<file path="src/rtl/pipelined_n_bit_adder_pkg.sv">
// Shared definitions for the pipelined N-bit adder: operation encodings and
// the per-stage chunk width derivation.
package pipelined_n_bit_adder_pkg;

    localparam logic OP_ADD = 1'b0;
    localparam logic OP_SUB = 1'b1;

    // Bits handled by each pipeline stage; a zero stage count falls back to the
    // full width so that the legality check in the top can still elaborate.
    function automatic int chunk_width(input int width, input int stages);
        return (stages > 0) ? (width / stages) : width;
    endfunction

endpackage

</file>
<file path="src/rtl/pipelined_n_bit_adder_chunk_stage.sv">
// adder_chunk_stage: one CHUNK-bit slice of the carry chain, with its sum,
// carry and valid registers; everything holds while adv_i is low.
module adder_chunk_stage #(
    parameter int CHUNK = 8
) (
    input  logic             clk,
    input  logic             rst_n,
    input  logic             adv_i,
    input  logic             valid_i,
    input  logic [CHUNK-1:0] a_i,
    input  logic [CHUNK-1:0] b_i,
    input  logic             carry_i,
    output logic [CHUNK-1:0] sum_o,
    output logic             carry_o,
    output logic             valid_o
);

    logic [CHUNK-1:0] sum_d, sum_q;
    logic             carry_d, carry_q;
    logic             valid_d, valid_q;

    always_comb begin
        {carry_d, sum_d} = {1'b0, a_i} + {1'b0, b_i} + {{CHUNK{1'b0}}, carry_i};
        valid_d          = valid_i;
    end

    // NOTE: state is written with <= so every stage samples its predecessor's
    // pre-edge value; the hold when adv_i is low is an enable, not a latch.
    always_ff @(posedge clk or negedge rst_n) begin
        if (!rst_n) begin
            sum_q   <= '0;
            carry_q <= 1'b0;
            valid_q <= 1'b0;
        end else if (adv_i) begin
            sum_q   <= sum_d;
            carry_q <= carry_d;
            valid_q <= valid_d;
        end
    end

    assign sum_o   = sum_q;
    assign carry_o = carry_q;
    assign valid_o = valid_q;

endmodule

</file>
<file path="src/rtl/pipelined_n_bit_adder.sv">
// pipelined_n_bit_adder: WIDTH-bit add/subtract whose carry ripples through
// STAGES registered chunks, with valid/ready flow control and a global stall.
// Optional signed-overflow output enabled by defining PIPE_ADDER_OVERFLOW_EN.
module pipelined_n_bit_adder
    import pipelined_n_bit_adder_pkg::*;
#(
    parameter int WIDTH  = 32,
    parameter int STAGES = 4
) (
    input  logic             clk,
    input  logic             rst_n,
    input  logic             in_valid,
    output logic             in_ready,
    input  logic [WIDTH-1:0] input1,
    input  logic [WIDTH-1:0] input2,
    input  logic             carry_in,
    input  logic             op_sub,
    output logic             out_valid,
    input  logic             out_ready,
    output logic [WIDTH-1:0] answer,
    output logic             carry_out
`ifdef PIPE_ADDER_OVERFLOW_EN
   ,output logic             overflow
`endif
);

    localparam int CHUNK = chunk_width(WIDTH, STAGES);

    if ((STAGES < 1) || (STAGES > WIDTH) || ((WIDTH % STAGES) != 0)) begin : g_param_check
        $error("pipelined_n_bit_adder: WIDTH must be a multiple of STAGES, 1 <= STAGES <= WIDTH");
    end

    logic             adv;
    logic [WIDTH-1:0] b_cond;
    logic             c_cond;

    // Per-stage inputs: word carrying finished low chunks plus raw high A chunks.
    logic [WIDTH-1:0] a_in    [STAGES];
    logic [WIDTH-1:0] b_in    [STAGES];
    logic             c_in    [STAGES];
    logic             v_in    [STAGES];
    logic [CHUNK-1:0] sum_s   [STAGES];
    logic             carry_s [STAGES];
    logic             valid_s [STAGES];
    logic [WIDTH-1:0] word_q  [STAGES];
    logic [WIDTH-1:0] bop_q   [STAGES];
    logic [WIDTH-1:0] word    [STAGES];

    assign adv      = !out_valid || out_ready;
    assign in_ready = adv;

    assign b_cond = (op_sub == OP_SUB) ? ~input2 : input2;
    assign c_cond = (op_sub == OP_SUB) ? 1'b1 : carry_in;

    for (genvar k = 0; k < STAGES; k++) begin : g_stage
        if (k == 0) begin : g_head
            assign a_in[k] = input1;
            assign b_in[k] = b_cond;
            assign c_in[k] = c_cond;
            assign v_in[k] = in_valid;
        end else begin : g_body
            assign a_in[k] = word[k-1];
            assign b_in[k] = bop_q[k-1];
            assign c_in[k] = carry_s[k-1];
            assign v_in[k] = valid_s[k-1];
        end

        adder_chunk_stage #(
            .CHUNK (CHUNK)
        ) u_chunk (
            .clk     (clk),
            .rst_n   (rst_n),
            .adv_i   (adv),
            .valid_i (v_in[k]),
            .a_i     (a_in[k][k*CHUNK +: CHUNK]),
            .b_i     (b_in[k][k*CHUNK +: CHUNK]),
            .carry_i (c_in[k]),
            .sum_o   (sum_s[k]),
            .carry_o (carry_s[k]),
            .valid_o (valid_s[k])
        );
    end

    // Skew registers: everything except the stage's own chunk travels here.
    // NOTE: data registers are reset as well, so answer reads 0 out of reset
    // and no X can leak through a bubble.
    always_ff @(posedge clk or negedge rst_n) begin
        if (!rst_n) begin
            for (int k = 0; k < STAGES; k++) begin
                word_q[k] <= '0;
                bop_q[k]  <= '0;
            end
        end else if (adv) begin
            for (int k = 0; k < STAGES; k++) begin
                word_q[k] <= a_in[k];
                bop_q[k]  <= b_in[k];
            end
        end
    end

    always_comb begin
        for (int k = 0; k < STAGES; k++) begin
            word[k]                   = word_q[k];
            word[k][k*CHUNK +: CHUNK] = sum_s[k];
        end
    end

    assign answer    = word[STAGES-1];
    assign carry_out = carry_s[STAGES-1];
    assign out_valid = valid_s[STAGES-1];

`ifdef PIPE_ADDER_OVERFLOW_EN
    logic a_msb_q;
    logic b_msb_q;

    // Operand signs captured alongside the top chunk so overflow aligns with answer.
    always_ff @(posedge clk or negedge rst_n) begin
        if (!rst_n) begin
            a_msb_q <= 1'b0;
            b_msb_q <= 1'b0;
        end else if (adv) begin
            a_msb_q <= a_in[STAGES-1][WIDTH-1];
            b_msb_q <= b_in[STAGES-1][WIDTH-1];
        end
    end

    assign overflow = (a_msb_q == b_msb_q) && (answer[WIDTH-1] != a_msb_q);
`endif

endmodule
</file>
<file path="config.mk">
export PLATFORM = sky130hd
export DESIGN_NAME = pipelined_n_bit_adder
export DESIGN_NICKNAME = d
export VERILOG_FILES = /design/src/rtl/pipelined_n_bit_adder_pkg.sv /design/src/rtl/pipelined_n_bit_adder_chunk_stage.sv /design/src/rtl/pipelined_n_bit_adder.sv
export SDC_FILE = /design/constraint.sdc
export NUM_CORES = 1
export LEC_CHECK = 0
export ABC_CLOCK_PERIOD_IN_PS = 2910
export BUFFER_PORTS_ARGS = -buffer_cell sky130_fd_sc_hd__buf_2
export CAP_MARGIN = 20
export CORE_UTILIZATION = 60
export CTS_BUF_LIST = sky130_fd_sc_hd__clkbuf_4
export CTS_CLUSTER_DIAMETER = 150
export DETAILED_ROUTE_END_ITERATION = 8
export GPL_ROUTABILITY_DRIVEN = 1
export GPL_TIMING_DRIVEN = 0
export PLACE_DENSITY = 0.82
export SLEW_MARGIN = 20
export SYNTH_ARGS = -nofsm -noshare
export SYNTH_HDL_FRONTEND = slang
export SYNTH_SLANG_ARGS = --single-unit
</file>
<file path="constraint.sdc">
create_clock -name clk -period 2.91 [get_ports clk]
set_input_delay 0.582 -clock clk [delete_from_list [all_inputs] [get_ports clk]]
set_output_delay 0.582 -clock clk [all_outputs]
set_load 0.02 [all_outputs]
</file>
==> results of run 1 <==
[layout by cell type, fill, tap and decap left out, types with 10 or more instances in the layout]
cell type / count
nand2_1: 422
clkbuf_4: 19
xor2_1: 11
buf_2: 142
nor3b_1: 19
ha_1: 28
o21ai_0: 47
dfrtp_1: 184
inv_1: 10
a211oi_1: 16
xnor2_1: 25
[worst max-delay path, delay by kind of cell (launching register included)]
family                 cells  cell delay [ns]
flip-flops                 1             0.40
AND/OR/NAND/NOR            1             0.17
buffers and inverters      4             1.02
[state kept, by name, summed over array words and instances, names as in the netlist]
register / flops
g_stage.u_chunk.valid_o: 4
a_in: 72
b_in: 48
answer: 24
g_stage.u_chunk.carry_o: 4
g_stage.u_chunk.sum_o: 32
[final cells by class]
class	count	area, um2	share of cell area [%]
flip-flops and latches	184	4600	47.6
multi-input cells	688	3700	38.3
repair buffers	106	591	6.11
plain buffers	47	234	2.42
well taps	180	225	2.33
clock buffers	19	143	1.48
clock inverters	13	129	1.33
inverters	10	37.5	0.388
[per-layer routing]
metal  vias to the layer above  share of wire [%]  track usage, %
li1                       3299                  -               -
met1                      3163                 46            40.8
met2                       228                 46            44.7
met3                        36                5.9            5.29
met4                         0                1.9            9.72
met5                         -                  0               0
[cell families (layout without fill, tap and decap cells)]
family | count (synthesis) | after routing | share of synthesized area (%)
multiplexers | 6 | 6 | 0.700
XOR/XNOR | 36 | 36 | 3.68
flip-flops | 184 | 184 | 53.7
AO/OA/AOI/OAI | 121 | 121 | 9.35
adder cells (fa/ha/maj) | 36 | 36 | 5.95
AND/OR/NAND/NOR | 489 | 489 | 23.5
buffers and inverters | 57 | 195 | 3.17
[through the flow]
step | worst slack, ns | hold slack, ns | std cells
final | 0.127 | 0.162 | 1247
after detailed placement | -0.0795 | 0.450 | 1214
after CTS | 0.126 | 0.141 | 1247
after global placement | -1.58 | 0.442 | 1212
after floorplan | 0.222 | 0.286 | 929
after global routing | 0.00554 | 0.155 | 1247
[timing repair]
action                                 in CTS  in global routing
resized for setup                           0                  0
hold buffers                                1                  0
endpoints found under the hold margin      53                  0
setup buffers                               0                  0
[power by group through the flow]
stage	combinational [uW]	clock, uW	sequential [uW]
detailed placement	4430	0	4440
global route	5050	1510	4530
global placement	4260	0	4410
finish	4460	1400	4410
CTS	4450	1400	4390
floorplan	2980	0	4520
[how the worst min path moves through the flow]
stage | start | end | slack, ns | depth (start not counted)
4_1_cts | input1[25] | a_in[89] | 0.14 | 3
6_report | input1[31] | a_in[95] | 0.16 | 3
5_1_grt | input1[28] | a_in[92] | 0.15 | 3
3_3_place_gp | g_stage[2].u_chunk.valid_o | g_stage[2].u_chunk.valid_o | 0.44 | 2
3_5_place_dp | answer[7] | answer[7] | 0.45 | 2
2_1_floorplan | rst_n | a_in[0] | 0.29 | 0
==> results.json, run 1 <==
{
  "crit_chain": "nor2b_4 > inv_1 > buf_2 > clkbuf_1 > buf_2",
  "swShare_pct": 41.6,
  "start_util_pct": 61.6,
  "final_antenna_net_count": 0,
  "internal-power_uw": 5990,
  "worstReg2RegEnd": "g_stage[3].u_chunk.carry_o",
  "synth.avg_cell_area_um2": 9.23,
  "hp-class": "in2reg",
  "syn_inst": 929,
  "cts.path.max_buffers": 2,
  "grt_pass1_vias": 6308,
  "fillers": 1172,
  "place.gp.congestion": 0.914,
  "arrival_ns": 2.20,
  "rsz0062_at_grt": "false",
  "drt_iter0_drc": 473,
  "crit_top_cell": "buf_2",
  "skew_ns": 0.0201,
  "synth_top_area_cell": "dfrtp_1",
  "fmax_ghz": 0.359,
  "synth_area_leaders": "dfrtp_1, nand2_1, ha_1",
  "required_ns": 2.33,
  "clkPwrFrac_pct": 13.6,
  "netSwitchingPower_uw": 4270,
  "synth-seq-cells": 184,
  "drive_gt1_share_pct": 16.9,
  "ys_types": 38,
  "stdcell_area_um2": 9660,
  "dieArea_um2": 14800,
  "clk_latency_ns": 0.61,
  "finalHoldViolCount": 0,
  "drv_slew": 0,
  "r2r_start": "a_in[24]",
  "final_util_pct": 69.4,
  "tritoncts": "yes",
  "cts_sinks": 184,
  "crit_end": "in_ready",
  "num_rows": 43,
  "io_pins": 105,
  "power_density_nw_per_um2": 1060,
  "seq_power_share_pct": 42.9,
  "min_period_ns": 2.78,
  "slowest_delay_ns": 0.44,
  "ir_drop_v": 0.000457,
  "synth.most_common_cell": "nand2_1",
  "crit_type": "reg2out",
  "drt-total-wl_um": 19500,
  "chipHeight_um": 122,
  "netlist_top_cells_count": "nand2_1, dfrtp_1, o21ai_0",
  "routedWlPerCell_um": 15.6,
  "synthArstFlopShare_pct": 100,
  "hpwl_um": 14400,
  "fp.coreArea_um2": 13900,
  "gr-total-overflow": 0,
  "nets": 1160,
  "period_share_pct": 95.6,
  "syn-cell-area_um2": 8580,
  "fp.dieW_um": 122,
  "yosys_warnings": 0,
  "dr_total_vias": 6726,
  "ys_seq_area_share_pct": 53.7,
  "combPwrFrac_pct": 43.5,
  "grt_max_degree": 69,
  "setup_tns_ns": 0,
  "final-setup-viol-count": 0,
  "status": "finished clean",
  "grt_use_total_pct": 28.7,
  "synthFlopType": "dfrtp_1",
  "max_slew.worst_pin.slew_ns": 0.514,
  "leakagePower_uw": 0.00501,
  "cts_made_buffers": 17,
  "vias_per_cell": 5.39,
  "cp_slowest_cell": "clkbuf_1",
  "cp-start-kind": "flop",
  "ff2ff_path_depth": 6,
  "drtPass1Iterations": 5,
  "n_antenna_cell": 0,
  "critPathMaxFanout": 10,
  "dpl_cell_area_um2": 9380,
  "grt_pass1_wl_um": 31800,
  "drc": 0,
  "critPathCaptureType": "output pin",
  "synth_top_area_share_pct": 53.7,
  "r2r_slack_ns": 0.53,
  "cts_root_buf": "clkbuf_4",
  "synth-edff-count": 0,
  "area_delta_synth_final_pct": 12.7,
  "p_total_uw": 10300,
  "cap_violations": 0,
  "antenna_found_initial": 0,
  "clkTransAtPathRegs_ns": 0.14,
  "syn_nets": 1035,
  "startpoint": "g_stage[3].u_chunk.valid_o",
  "io_buffer_count": 103,
  "h-tree-depth": 4,
  "max_slew_margin_pct": 65.7
}
Note: power is estimated with default switching activity, not from simulation.
==> run 2, diff against run 1 <==
--- a/config.mk
+++ b/config.mk
@@ -5,6 +5,7 @@
 export SDC_FILE = /design/constraint.sdc
 export NUM_CORES = 1
 export LEC_CHECK = 0
+export ABC_AREA = 1
 export ABC_CLOCK_PERIOD_IN_PS = 2910
 export BUFFER_PORTS_ARGS = -buffer_cell sky130_fd_sc_hd__buf_2
 export CAP_MARGIN = 20
==> run 2 against run 1 <==
The flow now finishes with violations (DRC); total power fell by 0.99%; sequential power fell by 2%; critical path depth rose by 1; sequential share of layout area rose by 0.28 points; sequential cell count did not move; design area fell by 0.58%; clock skew rose by 0.0050 ns; count of clock-buffer cells in the layout fell by 2; critical path type unchanged; largest cell class unchanged; highest routed layer unchanged.
==> results.json, run 2 <==
{
  "cts.path.max_buffers": 2,
  "area_delta_synth_final_pct": 13.4,
  "clk_latency_ns": 0.61,
  "synth-edff-count": 0,
  "ys_types": 24,
  "status": "complete, but fails checks",
  "syn-cell-area_um2": 8470,
  "drv_slew": 0,
  "yosys_warnings": 0,
  "cts_root_buf": "clkbuf_4",
  "antenna_found_initial": 0,
  "synth_area_leaders": "dfrtp_1, nand2_1, o21ai_0",
  "hp-class": "in2reg",
  "drt_iter0_drc": 409,
  "dpl_cell_area_um2": 9280,
  "tritoncts": "yes",
  "largest_register_ffs": 72,
  "top_usage_layer": "met2",
  "start_util_pct": 61.3,
  "period_share_pct": 86.4,
  "max_slew.worst_pin.slew_ns": 0.435,
  "fmax_ghz": 0.398,
  "most-common-layout-cells": "nand2_1, dfrtp_1, buf_2, o21ai_0, inv_1",
  "dieArea_um2": 14600,
  "chipHeight_um": 121,
  "power_density_nw_per_um2": 1060,
  "holdCritStartpoint": "input1[16]",
  "leakagePower_uw": 0.00515,
  "drive_gt1_share_pct": 16.5,
  "grt_pass1_wl_um": 31100,
  "cap_violations": 0,
  "h-tree-depth": 4,
  "drtPass1Iterations": 7,
  "r2r_start": "b_in[24]",
  "skew_ns": 0.0251,
  "final_common_cell": "nand2_1",
  "fp.dieW_um": 121,
  "num_rows": 43,
  "hpwl_um": 13900,
  "gr-total-overflow": 0,
  "place.gp.congestion": 0.895,
  "io_buffer_count": 103,
  "cts-resized-gates": 0,
  "stdcell_area_um2": 9610,
  "rsz0062_at_grt": "false",
  "finalHoldViolCount": 0,
  "arrival_ns": 1.93,
  "grt_max_degree": 76,
  "ir_drop_v": 0.000400,
  "required_ns": 2.33,
  "synth-seq-cells": 184,
  "io_pins": 105,
  "routedWlPerCell_um": 14.7,
  "grt_use_total_pct": 28.3,
  "drc": 6,
  "cts_made_buffers": 17,
  "critPathMaxFanout": 10,
  "fillers": 1090,
  "netlist_top_cells_count": "nand2_1, dfrtp_1, o21ai_0",
  "fp.coreArea_um2": 13800,
  "drt-total-wl_um": 19000,
  "clkTransAtPathRegs_ns": 0.16,
  "cts_setup_buffers": 0,
  "syn_inst": 974,
  "final-setup-viol-count": 0,
  "grtUsageMet2_pct": 44.5,
  "violations": "DRC",
  "syn_nets": 1080,
  "synth_top_area_cell": "dfrtp_1",
  "nets": 1205,
  "crit_type": "reg2out",
  "cp-start-kind": "flop",
  "synth.most_common_cell": "nand2_1",
  "final_util_pct": 69.5,
  "startpoint": "g_stage[3].u_chunk.valid_o",
  "final_antenna_net_count": 0,
  "synth_top_area_share_pct": 54.4,
  "grtUsageMet3_pct": 6.75,
  "synthArstFlopShare_pct": 100,
  "setup_tns_ns": 0,
  "min_period_ns": 2.51,
  "synth.avg_cell_area_um2": 8.70,
  "max_slew_margin_pct": 71.0,
  "ys_seq_area_share_pct": 54.4,
  "dr_total_vias": 6633,
  "critPathCaptureType": "output pin",
  "cts_sinks": 184,
  "grt_pass1_vias": 6348,
  "vias_per_cell": 5.13,
  "synthFlopType": "dfrtp_1",
  "grt_util_met1_pct": 38.3
}
[run 2: changes by cell type in the layout (fill, tap and decap cells not counted), sizes merged, moves of 7 or more]
cell / delta
o21ai: +46
a211oi: -14
inv: +64
a21oi: +7
nor3: -9
nand3b: +11
nor2: +15
nand3: +21
nor3b: -19
o21a: -8
a21o: -8
o31ai: -8
[run 2: final cells by class]
type	instances	area (um2)	share of cell area (%)
multi-input cells	676	3350	34.9
clock inverters	15	189	1.97
flip-flops and latches	184	4600	47.9
inverters	70	263	2.73
diodes	2	5.00	0.0521
repair buffers	106	591	6.15
plain buffers	44	253	2.63
clock buffers	17	128	1.33
well taps	180	225	2.34
[run 2: worst paths after layout]
kind                       slack [ns]                           to  cells past startpoint
max                              0.40                     in_ready                      6
min                              0.15                     a_in[80]                      3
max reg2reg                      0.99  g_stage[3].u_chunk.sum_o[6]                      9
min reg2reg                      0.48                     a_in[27]                      2
max in group asynchronous        1.79                     a_in[73]                      3
min in group asynchronous        0.44                     a_in[27]                      2
[run 2: worst max-delay path, cell delays in order (launching register included)]
cell and delay [ns]:
dfrtp_1 0.38, inv_1 0.07, nor2_4 0.22, inv_2 0.08
buf_4 0.19, buf_2 0.20, buf_2 0.18
[run 2: through the flow]
stage	total power [uW]	hold WS, ns	setup WS (ns)	cells
finish	10200	0.145	0.395	1294
global route	11000	0.148	0.314	1292
floorplan	7240	0.286	0.567	974
CTS	10200	0.130	0.390	1292
global placement	8420	0.451	-1.55	1257
detailed placement	8630	0.451	0.418	1259
[run 2: cell families after synthesis]
kind of cell	Yosys count	share of synthesized area [%]
compound gates	115	6.94
xor+xnor	36	3.72
fa+ha+maj	36	6.03
buf+inv	114	6.09
flops	184	54.4
simple gates	489	22.9
[run 2: timing repair]
action,4_1_cts,5_1_grt
setup endpoints to repair,0,0
hold buffers,1,0
endpoints found under the hold margin,41,0
[run 2: power breakdown]
part           switching [uW]  leakage [uW]  internal, uW
clock network             933      0.000163           615
registers                 656       0.00222          3680
logic                    2700       0.00276          1580
[run 2: per-layer routing]
layer / share of wire (%) / routed length, um
met1: 46 / 8680
met2: 46 / 8670
met3: 6.0 / 1150
met4: 2.6 / 501
met5: 0 / 0
